### src/rtl/rf_ctx4_32b.sv
// rtl/rf_ctx4_32b.sv - context-sequenced 4x32 register file with serial config chain
//
// Ports:
//   Config_Clock  clock for config shifting and data operation
//   Config_Reset  synchronous active-low reset
//   ConfigEnable  1 = shift config chain, 0 = run
//   ConfigIn      serial config bit in (enters at chain[29])
//   ConfigOut     serial config bit out (chain[0])
//   in            write data from the functional unit
//   out_a         read port A (reg[raddr_a] of the active context)
//   out_b         read port B (reg[raddr_b] of the active context)
//   ctx           active context index
//
// Chain layout: [1:0] = ii_m1, context k at [2+7k +: 7] = {raddr_b, raddr_a, waddr, we}.
module rf_ctx4_32b #(
    parameter int WIDTH = 32
) (
    input  logic             Config_Clock,
    input  logic             Config_Reset,
    input  logic             ConfigEnable,
    input  logic             ConfigIn,
    output logic             ConfigOut,
    input  logic [WIDTH-1:0] in,
    output logic [WIDTH-1:0] out_a,
    output logic [WIDTH-1:0] out_b,
    output logic [1:0]       ctx
);

    logic [29:0]      chain;
    logic [WIDTH-1:0] regs [4];

    logic [1:0] ii_m1;
    logic [6:0] ctx_word;
    logic       we;
    logic [1:0] waddr;
    logic [1:0] raddr_a;
    logic [1:0] raddr_b;

    assign ii_m1 = chain[1:0];

    always_comb begin
        ctx_word = chain[8:2];
        case (ctx)
            2'd0:    ctx_word = chain[8:2];
            2'd1:    ctx_word = chain[15:9];
            2'd2:    ctx_word = chain[22:16];
            default: ctx_word = chain[29:23];
        endcase
    end

    assign we      = ctx_word[0];
    assign waddr   = ctx_word[2:1];
    assign raddr_a = ctx_word[4:3];
    assign raddr_b = ctx_word[6:5];

    // Reads come straight from storage, so a same-cycle write is not visible
    // until after the edge.
    assign out_a     = regs[raddr_a];
    assign out_b     = regs[raddr_b];
    assign ConfigOut = chain[0];

    always_ff @(posedge Config_Clock) begin
        if (!Config_Reset) begin
            chain <= '0;
            ctx   <= 2'd0;
            for (int i = 0; i < 4; i++) begin
                regs[i] <= '0;
            end
        end else if (ConfigEnable) begin
            chain <= {ConfigIn, chain[29:1]};
            ctx   <= 2'd0;
        end else begin
            if (we) begin
                regs[waddr] <= in;
            end
            // A ctx above a freshly lowered ii_m1 keeps counting and wraps at 3.
            ctx <= (ctx == ii_m1) ? 2'd0 : ctx + 2'd1;
        end
    end

endmodule
### config.mk
export PLATFORM = sky130hd
export DESIGN_NAME = rf_ctx4_32b
export DESIGN_NICKNAME = d
export VERILOG_FILES = /design/src/rtl/rf_ctx4_32b.sv
export SDC_FILE = /design/constraint.sdc
export NUM_CORES = 1
export LEC_CHECK = 0
export CAP_MARGIN = 20
export CORE_UTILIZATION = 55
export CTS_CLUSTER_SIZE = 12
export DETAILED_ROUTE_END_ITERATION = 7
export PLACE_DENSITY = 0.89
export SYNTH_ARGS = -nofsm -noshare
export SYNTH_HDL_FRONTEND = slang
export SYNTH_SLANG_ARGS = --single-unit
export TNS_END_PERCENT = 1
### constraint.sdc
create_clock -name Config_Clock -period 4.9 [get_ports Config_Clock]
set_input_delay 0.98 -clock Config_Clock [delete_from_list [all_inputs] [get_ports Config_Clock]]
set_output_delay 0.98 -clock Config_Clock [all_outputs]
set_load 0.02 [all_outputs]
**After elaboration in Yosys (flattened, before gate mapping)**

Memories as Yosys holds them, arrays and structs flattened.
Index checks and enable logic that the tools add are counted.

- Add/subtract/negate cells: 1
- Equality and inequality tests: 3
- Multiplexer cells: 9
- Bitwise operators: 1
- Reduce and logical (&&, ||, !) cells: 3

Operators with widths:

| cell | count |
|---|---|
| $mux 32 | 1 |
| $reduce_or 32->1 | 1 |
| $pmux 7 s3 | 1 |
| $mux 1 | 6 |
| $reduce_or 3->1 | 1 |
| $add 2x1->2 const B | 1 |
| $eq 2x1->1 const B | 1 |
| $eq 2x2->1 | 1 |
| $eq 2x2->1 const B | 1 |
| $logic_not 2->1 | 1 |
| $mux 2 | 1 |
| $not 1->1 | 1 |

- Register bits after elaboration: 32
- Memory bits (writable): 128
- Input bits: 36
- Output and inout bits: 67
- Logic and storage cells: 20
- Memories kept: 1

Memory list:

| name | words | bits a word | rd ports | clocked after Yosys merged registers in | wr ports | line | RTL |
|---|---|---|---|---|---|---|---|
| regs | 4 | 32 | 2 | 0 | 4 | 30 | `logic [WIDTH-1:0] regs [4];` |

**Longest topological paths before layout**

Gate-level depths: netlist (run 1).

- Depth after elaboration: 8
- Gate-level depth with buffers: 8

**Worst setup path before layout (run 1)**

Ideal clock, no wire load.

- Path type: input -> register
- From: input ConfigEnable
- To: memory regs[3][0], enable pin
- Setup time: 0.466 ns
- Arrival time: 3.594 ns
- Required time: 4.434 ns
- Path slack: 0.841 ns
- Cell stages on the path: 4
- Path buffers: 1
- Path through: clkbuf_1 -> a21oi_1 -> nand3_1 -> o21ai_0

RTL lines:

| what | line | RTL |
|---|---|---|
| from (decl) | 20 | `input logic ConfigEnable,` |
| to (decl) | 30 |  |

**Worst setup path after layout (run 1)**

- From: register ctx[0]
- To: output out_a[23]

- Cells in the longest elaborated chain, start to end: 3

Ends and longest elaborated chain:

| what | line | RTL |
|---|---|---|
| from (decl) | 26 | `output logic [1:0] ctx` |
| from (signal assigned) | 77 | `ctx <= (ctx == ii_m1) ? 2'd0 : ctx + 2'd1;` |
| $eq 2x2->1 (tied with other cells) | 43 | `case (ctx)` |
| $pmux 7 s3 * | 43 |  |
| $mem_v2 4x32 * | -- |  |
| to (decl) | 24 | `output logic [WIDTH-1:0] out_a,` |

Mark *: on every way between the ends. The rest lies on a longest branch, timed or not.

==> results_dict.tcl, run 1 <==
set metrics [dict create \
    n_fill_cell 1049 \
    path_cells "inv_1 > ha_1 > a222oi_1 > a21o_2 > buf_12 > nand2_1 > a32oi_1 > clkdlybuf4s50_1" \
    clock_latency_ns 0.43 \
    finalHoldViolCount 0 \
    ir_drop_uv 242 \
    worst_slew_pin_slew_ns 1.02 \
    cpPeakStageDelay_ns 0.66 \
    maxCapViolations 0 \
    portBuffers 102 \
    synthTopCellsByCount "195 x nand2_1, 128 x edfxtp_1, 96 x and2_1" \
    synth_compound_area_share_pct 13.5 \
    yosysTopAreaCell "edfxtp_1" \
    rsz0062_at_grt "no" \
    grt.overflow.total 0 \
    cts_tree "built" \
    die_height_um 124 \
    hold_path.class "flip-flop to flip-flop" \
    io_pins 103 \
    path_class "flip-flop to output pin" \
    drtAntennaViolNets 0 \
    synth_simple_gate_area_share_pct 22.2 \
    area_growth_syn_to_layout_pct 21.0 \
    synth_fa_ha_area_share_pct 0.615 \
    place_congestion 0.831 \
    dp_hpwl_mm 11.9 \
    yosysWarnings 0 \
    ys_seq_area_share_pct 55.1 \
    leakagePower_nw 3.83 \
    crit_fanout 50 \
    drive_above_1_share_pct 7.17 \
    min_period_ns 4.72 \
    synth.area.top_cells "edfxtp_1 47%, nand2_1 9.0%, dfxtp_1 7.9%" \
    synth_mux_area_share_pct 3.69 \
    initial_core_util_pct 56.2 \
    yosysUniqueCellTypes 36 \
    async_reset_ff_share_pct 0 \
    grt.total_usage_pct 28.1 \
    core_area_mm2 0.0145 \
    crit_required_ns 3.92 \
    tns_ns 0 \
    viasPerCell 6.19 \
    cts_resized 0 \
    fin_hold_ws_ns 0.549 \
    clk_pin_slew_ns 0.06 \
    syn_area_per_cell_um2 10.4 \
    fmax_mhz 212 \
    synth_ff_type "edfxtp_1" \
    finalMaxSlewViolations 0 \
    holdBufCountCts 0 \
    post-cts-setup-buffers 0 \
    clockBufferDepth 2 \
    grt_pass1_vias 6210 \
    syn_inst 779 \
    die_area_mm2 0.0153 \
    synth.most_common_cell "nand2_1" \
    power_density_mw_per_mm2 309 \
    wire_per_inst_um 19.6 \
    antenna_found_initial 1 \
    grt_max_degree 67 \
    end_kind "output pin" \
    cp-start-kind "flip-flop" \
    synth_top_area_share_pct 47.3 \
    clock-sinks 160 \
    synth_edf_count 128 \
    status "finished clean" \
    cts_made_buffers 17 \
    root_buffer "clkbuf_16" \
    fin_crit_sh_pct 96.3 \
    synth-xor-area-share_pct 0.215 \
    fin_nets 892 \
    crit_slowest_cell "clkdlybuf4s50_1" \
    htree_levels 4 \
    die_width_um 124 \
    wirelength_mm 20.6 \
    synth_nets 819 \
    slew_headroom_pct 32.1 \
    synth_top_family_by_area "simple AND/OR/NAND/NOR gates" \
    drc 0 \
    rows 44 \
    setup_viol_count_final 0 \
    num_antenna_cells 0 \
    synth_seq_cells 160 \
    via_count 6489 \
    dr.pass1.iters 7 \
    dr.first_iter.drc_count 775 \
    finClkSkew_ns 0.00984 \
    critPathArrivalTime_ns 3.74 \
    netlist_area_mm2 0.00813 \
    grt_pass1_wl_mm 31.8 \
]
==> layout make-up <==
type	instances	area [um2]	share of cell area (%)
inverter	5	18.8	0.191
multi-input combinational	552	3340	33.9
clock buffer	18	429	4.36
sequential	160	4480	45.6
tap	184	230	2.34
timing repair buffer	116	1180	12.0
clock inverter	14	165	1.68
==> worst paths after layout <==
kind                            cells past startpoint  slack, ns          end  startpoint
worst min register to register                      2       0.55    chain[15]   chain[15]
worst max register to register                      7       1.50  regs[1][18]      ctx[0]
worst max-delay path                                8       0.18    out_a[23]      ctx[0]
worst min-delay path                                2       0.55    chain[15]   chain[15]
==> per-stage QoR <==
step                      power (W)  instances  cell area [um2]  setup WS, ns  utilization [%]
after floorplan             0.00163        779             8130         0.841                -
after global placement      0.00173       1017             9250         0.876             63.9
after detailed placement    0.00173       1017             9250         0.758             63.9
after CTS                   0.00305       1049             9840         0.241             68.0
after global routing        0.00312       1049             9840       0.00923             68.0
final                       0.00304       1049             9840         0.182             68.0
==> logic make-up after synthesis <==
| kind of cell | count (synthesis) |
|---|---|
| buf+inv | 67 |
| mux | 30 |
| simple gates | 364 |
| xor+xnor | 2 |
| fa+ha+maj | 4 |
| compound gates | 152 |
| flops | 160 |
==> critical path, delay by kind of cell (launching register included) <==
| family | cells | cell delay [ns] |
|---|---|---|
| DFF | 1 | 0.45 |
| buffers and inverters | 3 | 1.07 |
| and+or+nand+nor | 1 | 0.11 |
| AOI/OAI and AO/OA | 3 | 1.35 |
| adders and majority gates | 1 | 0.31 |
==> placed cells by master, fill, tap and decap left out, drive strengths merged, types with 2 or more instances in the layout <==
cell type	Yosys	final
a211oi	2	2
a21o	3	3
a21oi	71	71
a222oi	3	3
a22oi	4	4
a32oi	64	64
and2	96	96
and3	32	32
buf	31	16
bufinv	0	3
clkbuf	31	18
clkdlybuf4s50	0	100
clkinv	0	5
clkinvlp	0	4
dfxtp	32	32
edfxtp	128	128
ha	4	4
inv	5	7
mux2i	30	30
nand2	195	195
nand2b	4	4
nor2b	33	33
o2bb2ai	2	2
xnor2	2	2
==> power breakdown <==
group / switching (W) / total [W] / internal [W]
Clock: 0.000529 / 0.00133 / 0.000799
Combinational: 0.000102 / 0.000184 / 0.0000818
Sequential: 0.0000233 / 0.00152 / 0.00150
==> sequential cells by signal (all words and copies together), names as in the netlist <==
register  cells
regs        128
chain        30
ctx           2
==> metal layers <==
layer  part of all wire, %  wire length [um]  GRT usage, %  vias to the layer above
met3                   9.2              1890          6.82                       40
met4                   1.8               363          11.5                        2
met2                    50             10300          47.2                      385
met1                    39              8030          34.7                     3119
met5                 0.083                17             0                        -
li1                      -                 -             -                     2943
(Power assumes the default switching activity.)
==> run 2, diff against run 1 <==
- DONT_BUFFER_PORTS: not set -> 1
- PLACE_DENSITY: 0.89 -> 0.8
==> results_dict.tcl, run 2 (synthesized netlist as in run 1, its figures left out) <==
set metrics [dict create \
    dp_hpwl_mm 11.9 \
    tns_ns 0 \
    top_regs "regs: 128 flops, chain: 30 flops, ctx: 2 flops" \
    finClkSkew_ns 0.00659 \
    finalMaxSlewViolations 0 \
    crit_fanout 52 \
    cts_resized 0 \
    fin_ws_ns 0.419 \
    dr.pass1.iters 6 \
    via_count 6025 \
    clock_latency_ns 0.43 \
    mostFrequentLayoutCell "nand2_1" \
    multi_input_area_mm2 0.00334 \
    status "finished clean" \
    drive_above_1_share_pct 7.74 \
    area_growth_syn_to_layout_pct 8.29 \
    combPwrFrac_pct 3.3 \
    io_pins 103 \
    clk_pin_slew_ns 0.06 \
    grt.overflow.total 0 \
    fin_crit_sh_pct 91.4 \
    wirelength_mm 19.9 \
    clock-sinks 160 \
    fin_nets 789 \
    n_fill_cell 1143 \
    min_from "chain[28]" \
    p_switching_w 0.000594 \
    slew_headroom_pct 30.5 \
    clockBufferDepth 2 \
    seqPwrFrac_pct 52.3 \
    ir_drop_uv 237 \
    pre_cts_slack_ns 0.944 \
    initial_core_util_pct 56.2 \
    power_density_mw_per_mm2 331 \
    place_congestion 0.888 \
    grt.total_usage_pct 26.6 \
    end_kind "output pin" \
    finalHoldViolCount 0 \
    setup_viol_count_final 0 \
    htree_levels 4 \
    die_area_mm2 0.0153 \
    dr.first_iter.drc_count 644 \
    leakagePower_nw 3.44 \
    die_height_um 124 \
    regMostFlops "regs" \
    layout_common_cells "195 x nand2_1, 128 x edfxtp_1, 96 x and2_1" \
    worst_slew_pin_slew_ns 1.04 \
    post-cts-setup-buffers 0 \
    cts_tree "built" \
    cp-start-kind "flip-flop" \
    fmax_mhz 223 \
    antenna_found_initial 0 \
    rows 44 \
    cts_made_buffers 17 \
    final_core_util_pct 60.8 \
    holdBufCountCts 0 \
    clockPowerShare_pct 44.4 \
    die_width_um 124 \
    drtAntennaViolNets 0 \
    crit_start "ctx[0]" \
    p_int_w 0.00232 \
    maxCapViolations 0 \
    grt_pass1_vias 5729 \
    portBuffers 0 \
    timing.rr.start "ctx[0]" \
    viasPerCell 6.37 \
    hold_path.class "flip-flop to flip-flop" \
    wire_per_inst_um 21.1 \
    rsz0062_at_grt "no" \
    grt_pass1_wl_mm 30.0 \
    final-seq-area_mm2 0.00448 \
    drc 0 \
    critPathArrivalTime_ns 3.50 \
    path_class "flip-flop to output pin" \
    crit_required_ns 3.92 \
    num_antenna_cells 0 \
    root_buffer "clkbuf_16" \
    p_sw_share_pct 20.4 \
    core_area_mm2 0.0145 \
    grt_max_degree 68 \
    largest_reg_flops 128 \
    min_period_ns 4.48 \
]
[run 2: cell count changes in the layout (fill, tap and decap cells not counted), sizes merged, moves of 3 or more]
cell,before,now
clkinv,5,2
bufinv,3,0
clkbuf,18,29
clkinvlp,4,1
clkdlybuf4s50,100,0
buf,16,13
[run 2: layout make-up]
class | instances | share of cell area (%)
multi-input combinational | 552 | 37.9
clock inverter | 3 | 0.199
timing repair buffer | 13 | 1.68
tap | 184 | 2.61
clock buffer | 29 | 6.52
sequential | 160 | 50.9
inverter | 5 | 0.213
[run 2: power groups by stage]
stage          Combinational, W  Clock (W)  Sequential (W)
2_1_floorplan         0.0000876          0         0.00154
5_1_grt                0.000105    0.00136         0.00153
3_5_place_dp          0.0000980          0         0.00155
6_report              0.0000970    0.00129         0.00152
3_3_place_gp          0.0000960          0         0.00155
4_1_cts               0.0000982    0.00130         0.00152
[run 2: metal layers]
layer / global-route usage (%) / wire [um] / up-vias
met2: 45.0 / 10000 / 302
met1: 32.1 / 7900 / 2930
met3: 7.19 / 1480 / 54
met4: 10.6 / 514 / 0
li1: - / - / 2739
met5: 0 / 0 / -
[run 2: worst max-delay path: stages (launching register included)]
cell      delay (ns)
dfxtp_1         0.57
inv_1           0.14
ha_1            0.32
a222oi_1        0.69
a21o_2          0.42
buf_12          0.27
nand2_1         0.09
a32oi_1         0.54
[run 2: path summary, 6_finish.rpt]
kind	cells past startpoint	slack [ns]	endpoint
min	2	0.55	chain[28]
max	7	0.42	out_a[26]
min reg2reg	2	0.55	chain[28]
max reg2reg	5	1.53	regs[2][15]
[run 2: through the flow]
stage	hold slack [ns]	cell area [um2]	std cells	power [W]
after floorplan	0.504	8130	779	0.00163
after global placement	0.524	8220	914	0.00164
after detailed placement	0.540	8220	914	0.00165
after CTS	0.549	8810	946	0.00292
after global routing	0.575	8810	946	0.00299
final	0.546	8810	946	0.00291
